$ cat src/rtl/uart_pkg.sv
// Shared UART definitions: receiver state encoding, parity constants and
// frame-format helpers used by both ends of the link.
package uart_pkg;

  typedef enum logic [2:0] {
    IDLE,
    START,
    DATA,
    PARITY,
    STOP,
    BREAK
  } rx_state_t;

  localparam logic PARITY_EVEN = 1'b0;
  localparam logic PARITY_ODD  = 1'b1;

  localparam int DEFAULT_OVERSAMPLE = 16;

  // Frame lengths outside 5..8 fall back to a full byte.
  function automatic logic [3:0] legal_length(input logic [3:0] len);
    return (len >= 4'd5 && len <= 4'd8) ? len : 4'd8;
  endfunction

  // Data arrives LSB-first into the MSB, so a short frame sits in the top bits.
  function automatic logic [7:0] align_data(input logic [7:0] shift, input logic [3:0] len);
    return shift >> (4'd8 - len);
  endfunction

endpackage

$ cat src/rtl/uart_sync.sv
// Multi-flop synchronizer for asynchronous control lines; resets to the
// idle-high level so a UART line does not look like a start bit after reset.
module uart_sync #(
  parameter int STAGES = 2
) (
  input  logic clk,
  input  logic reset,
  input  logic din,
  output logic dout
);

  logic [STAGES-1:0] sync_reg;

  always_ff @(posedge clk or posedge reset) begin
    if (reset) begin
      sync_reg <= '1;
    end else begin
      sync_reg <= {sync_reg[STAGES-2:0], din};
    end
  end

  assign dout = sync_reg[STAGES-1];

endmodule

$ cat src/rtl/uart_receiver.sv
// Oversampling UART receiver: validates the start bit, recovers 5-8 data bits,
// checks optional parity and 1-2 stop bits, then pulses rx_done with the byte.
module uart_receiver
  import uart_pkg::*;
#(
  parameter int OVERSAMPLE  = DEFAULT_OVERSAMPLE,
  parameter int SYNC_STAGES = 2
) (
  input  logic       rx_tick,
  input  logic       reset,
  input  logic       rx,
  input  logic [3:0] frame_length,
  input  logic       parity_en,
  input  logic       parity_type,
  input  logic       stop2,
  output logic [7:0] rx_dout,
  output logic       rx_done,
  output logic       parity_error,
  output logic       frame_error
);

  // The tick counter is cleared on the tick that starts a phase, so it reads
  // one less than the tick number within that phase.
  localparam logic [3:0] START_CHECK = 4'(OVERSAMPLE / 2 - 2);
  localparam logic [3:0] BIT_CENTRE  = 4'(OVERSAMPLE - 1);

  logic       rxs;
  rx_state_t  state_reg, state_next;
  logic [3:0] tick_cnt_reg;
  logic [3:0] bit_cnt_reg;
  logic [3:0] len_reg;
  logic [7:0] shift_reg;
  logic       parity_acc_reg;
  logic       parity_err_reg;
  logic       frame_err_reg;
  logic       par_en_reg;
  logic       par_type_reg;
  logic       stop2_reg;

  logic at_check, start_ok, sample, last_data, last_stop, finish, stop_bad;

  uart_sync #(
    .STAGES(SYNC_STAGES)
  ) u_sync (
    .clk  (rx_tick),
    .reset(reset),
    .din  (rx),
    .dout (rxs)
  );

  always_ff @(posedge rx_tick or posedge reset) begin
    if (reset) begin
      state_reg <= IDLE;
    end else begin
      state_reg <= state_next;
    end
  end

  always_comb begin
    state_next = state_reg;
    case (state_reg)
      IDLE:    if (!rxs) state_next = START;
      START:   if (at_check) state_next = rxs ? IDLE : DATA;
      DATA:    if (sample && last_data) state_next = par_en_reg ? PARITY : STOP;
      PARITY:  if (sample) state_next = STOP;
      STOP:    if (finish) state_next = stop_bad ? BREAK : IDLE;
      BREAK:   if (rxs) state_next = IDLE;
      default: state_next = IDLE;
    endcase
  end

  always_comb begin
    at_check  = (state_reg == START) && (tick_cnt_reg == START_CHECK);
    start_ok  = at_check && !rxs;
    sample    = (state_reg == DATA || state_reg == PARITY || state_reg == STOP)
                && (tick_cnt_reg == BIT_CENTRE);
    last_data = (bit_cnt_reg == len_reg - 4'd1);
    last_stop = stop2_reg ? (bit_cnt_reg == 4'd1) : (bit_cnt_reg == 4'd0);
    finish    = sample && (state_reg == STOP) && last_stop;
    // Includes the stop sample being taken this cycle.
    stop_bad  = frame_err_reg || !rxs;
  end

  always_ff @(posedge rx_tick or posedge reset) begin
    if (reset) begin
      tick_cnt_reg   <= '0;
      bit_cnt_reg    <= '0;
      len_reg        <= 4'd8;
      shift_reg      <= '0;
      parity_acc_reg <= 1'b0;
      parity_err_reg <= 1'b0;
      frame_err_reg  <= 1'b0;
      par_en_reg     <= 1'b0;
      par_type_reg   <= PARITY_EVEN;
      stop2_reg      <= 1'b0;
    end else begin
      if (state_reg == IDLE || state_reg == BREAK || at_check || sample) begin
        tick_cnt_reg <= '0;
      end else begin
        tick_cnt_reg <= tick_cnt_reg + 4'd1;
      end

      // Frame format is frozen once the start bit is confirmed.
      if (start_ok) begin
        len_reg        <= legal_length(frame_length);
        par_en_reg     <= parity_en;
        par_type_reg   <= (parity_type == PARITY_ODD) ? PARITY_ODD : PARITY_EVEN;
        stop2_reg      <= stop2;
        bit_cnt_reg    <= '0;
        shift_reg      <= '0;
        parity_acc_reg <= 1'b0;
        parity_err_reg <= 1'b0;
        frame_err_reg  <= 1'b0;
      end

      if (sample) begin
        case (state_reg)
          DATA: begin
            shift_reg      <= {rxs, shift_reg[7:1]};
            parity_acc_reg <= parity_acc_reg ^ rxs;
            bit_cnt_reg    <= last_data ? 4'd0 : bit_cnt_reg + 4'd1;
          end
          PARITY: begin
            parity_err_reg <= (parity_acc_reg ^ rxs) != par_type_reg;
            bit_cnt_reg    <= '0;
          end
          STOP: begin
            if (!rxs) frame_err_reg <= 1'b1;
            bit_cnt_reg <= bit_cnt_reg + 4'd1;
          end
          default: ;
        endcase
      end
    end
  end

  always_ff @(posedge rx_tick or posedge reset) begin
    if (reset) begin
      rx_done      <= 1'b0;
      rx_dout      <= '0;
      parity_error <= 1'b0;
      frame_error  <= 1'b0;
    end else begin
      rx_done <= finish;
      if (finish) begin
        rx_dout      <= align_data(shift_reg, len_reg);
        parity_error <= par_en_reg & parity_err_reg;
        frame_error  <= stop_bad;
      end
    end
  end

endmodule
$ cat config.mk
export PLATFORM = sky130hd
export DESIGN_NAME = uart_receiver
export DESIGN_NICKNAME = d
export VERILOG_FILES = /design/src/rtl/uart_pkg.sv /design/src/rtl/uart_sync.sv /design/src/rtl/uart_receiver.sv
export SDC_FILE = /design/constraint.sdc
export NUM_CORES = 1
export LEC_CHECK = 0
export ABC_AREA = 1
export CAP_MARGIN = 0
export CORE_MARGIN = 1
export CORE_UTILIZATION = 53
export DETAILED_ROUTE_END_ITERATION = 12
export PLACE_DENSITY = 0.74
export SYNTH_ARGS = -nofsm -noshare
export SYNTH_HDL_FRONTEND = slang
export SYNTH_HIERARCHICAL = 1
export SYNTH_SLANG_ARGS = --single-unit
$ cat constraint.sdc
create_clock -name rx_tick -period 2.15 [get_ports rx_tick]
set_input_delay 0.645 -clock rx_tick [delete_from_list [all_inputs] [get_ports rx_tick]]
set_output_delay 0.645 -clock rx_tick [all_outputs]
set_load 0.005 [all_outputs]
==> metrics.txt <==
cell at the root of the clock tree=clkbuf_8; status=finished clean; gpl congestion=0.834; Total Routed Length=4610 um; number of port buffers=20; top cells by area, synth=dfrtp_1 42%, nand2_1 15%, nand3_1 7.2%; Die Y=68.6 um; Reg clk slew, reported paths=0.08 ns; post-synth net total=322; total gr overflow=0; # IOs=21; setup bufs post-CTS=0; initial antenna violation count=0; post-CTS sizing=0; number of clock sinks=42; std cell rows=23; Seq/Total Area, Yosys=44.9%; routed vias=2011; Final #Nets=348; utilization after layout=66.0%; crit share post-route=83.5%; number of max-cap violations=0; routed vias/inst=5.26; share of the synthesized area in the top cell type=41.5%; ys flop type=dfrtp_1; WS Path Type=flop to primary output; leakage power figure=1.29 nW; CTS tree=yes; cells along the critical path=clkdlybuf4s50_1; Crit Path Max Fanout=2; worst skew pair latency=0.30 ns; Hold Buf Count CTS=0; area delta synth->final=15.6%; Max IR drop VDD=625 uV; ant diodes=0; all-layer global routing usage=23.3%; minimum clock period=1.80 ns; Clock Skew=0.00550 ns; final-report setup violation count=0; power per cell area=962 mW/mm^2; fin. max-slew vios=0; Synth Area per Inst=7.71 um^2; Tightest Pin Transition=0.365 ns; crit path buf inv count=1; WP data arrival=1.15 ns; Setup crit start kind=flop; Hold Vio Cnt, Final=0; Initial Util=57.1%; pin count of the biggest net entering global routing=41; WL/cell=12.1 um; Hold WC Path Type=flop to flop; first-pass GRT wire length=8130 um; Worst path slowest cell=clkdlybuf4s50_1; synthesis warning total=6; critical path's top delay family=buffers and inverters; CTS H-Tree Depth=2; Core Area=0.00412 mm^2; layout cell share with drive strength beyond 1=11.4%; fraction of registers with async set or reset after synthesis=100%; Initial DRT Pass Iterations=4; RSZ-0062 raised after global routing=no; Die W=68.6 um; vias in the first global route=1890; top cells by count, synth=96 x nand2_1, 39 x dfrtp_1, 34 x nand3_1; Yosys top cell by area=dfrtp_1; DRT iter0 DRCs=118; # DRC=0; crit path capture type=primary output; number of flops mapped to enable cells by yosys=0; clock tree buffer depth=2; DP HPWL=3410 um; count leader, synth=nand2_1; Rel. slew slack=75.6%; flop and latch count out of synthesis=42; antenna viol nets, final=0; Cell Area, Synth=0.00235 mm^2; Inserted Clock Buffers=5; Critical Path RT=1.50 ns; Setup TNS=0 ns; synth unique cells=30; Post-Syn Instances=305; fmax=0.557 GHz; die area=0.00471 mm^2; slowest stage delay, CP=0.50 ns
## report_power, final
part | leakage, nW | switching (mW) | internal [mW]
Clock | 0.0441 | 0.286 | 0.228
Sequential | 0.556 | 0.123 | 0.907
Combinational | 0.694 | 0.663 | 0.407
## per-layer routing
layer,global-route usage (%),share of wire (%),vias to the layer above
met1,30.6,49,934
met3,5.59,2.9,4
met4,8.59,1.3,0
met2,37.1,46,30
met5,0,0,-
li1,-,-,1043
## cell type report
| class | instances | area [um^2] |
|---|---|---|
| Clock buffer | 5 | 68.8 |
| Clock inverter | 3 | 21.3 |
| Fill cell | 361 | 1400 |
| Inverter | 28 | 105 |
| Multi-Input combinational cell | 226 | 1130 |
| Sequential cell | 42 | 1050 |
| Tap cell | 50 | 62.6 |
| Timing Repair Buffer | 28 | 273 |
## layout by cell type, fill, tap and decap left out, types with 5 or more instances in the layout
master / n
ha_1: 7
clkdlybuf4s50_1: 20
clkbuf_8: 5
nor2_1: 20
o21ai_1: 10
dfrtp_1: 39
o21ai_0: 24
buf_4: 7
nand2_1: 96
inv_1: 24
nand2_2: 5
nand3_1: 34
## worst paths after layout
| path | startpoint | endpoint | slack (ns) | cells after the start |
|---|---|---|---|---|
| hold reg to reg | u_sync/sync_reg[0] | u_sync/sync_reg[1] | 0.36 | 0 |
| setup reg to reg | bit_cnt_reg[1] | state_reg[2] | 0.47 | 13 |
| hold / removal | u_sync/sync_reg[0] | u_sync/sync_reg[1] | 0.36 | 0 |
| min in group asynchronous | reset | u_sync/sync_reg[0] | 0.70 | 2 |
| max in group asynchronous | reset | len_reg[3] | 1.17 | 3 |
| setup / recovery | rx_dout[7] | rx_dout[7] | 0.35 | 1 |
## stage by stage
step	hold WS [ns]	cells	cell area, um^2	total power, mW	setup slack (ns)
2_1_floorplan	0.345	305	2350	1.86	0.406
5_1_grt	0.365	382	2720	2.86	0.285
3_3_place_gp	0.346	374	2630	2.09	0.337
3_5_place_dp	0.349	374	2630	2.11	0.326
4_1_cts	0.361	382	2720	2.63	0.341
6_report	0.361	382	2720	2.61	0.354
## cell families (layout without fill, tap and decap cells)
kind of cell | Yosys count | after routing | synth area share (%)
adder cells (fa/ha/maj) | 7 | 7 | 3.73
XOR/XNOR | 6 | 6 | 2.24
buffers and inverters | 37 | 64 | 6.97
AO/OA/AOI/OAI | 44 | 44 | 10.4
flip-flops | 42 | 42 | 44.9
AND/OR/NAND/NOR | 169 | 169 | 31.8
(Power assumes the default switching activity.)
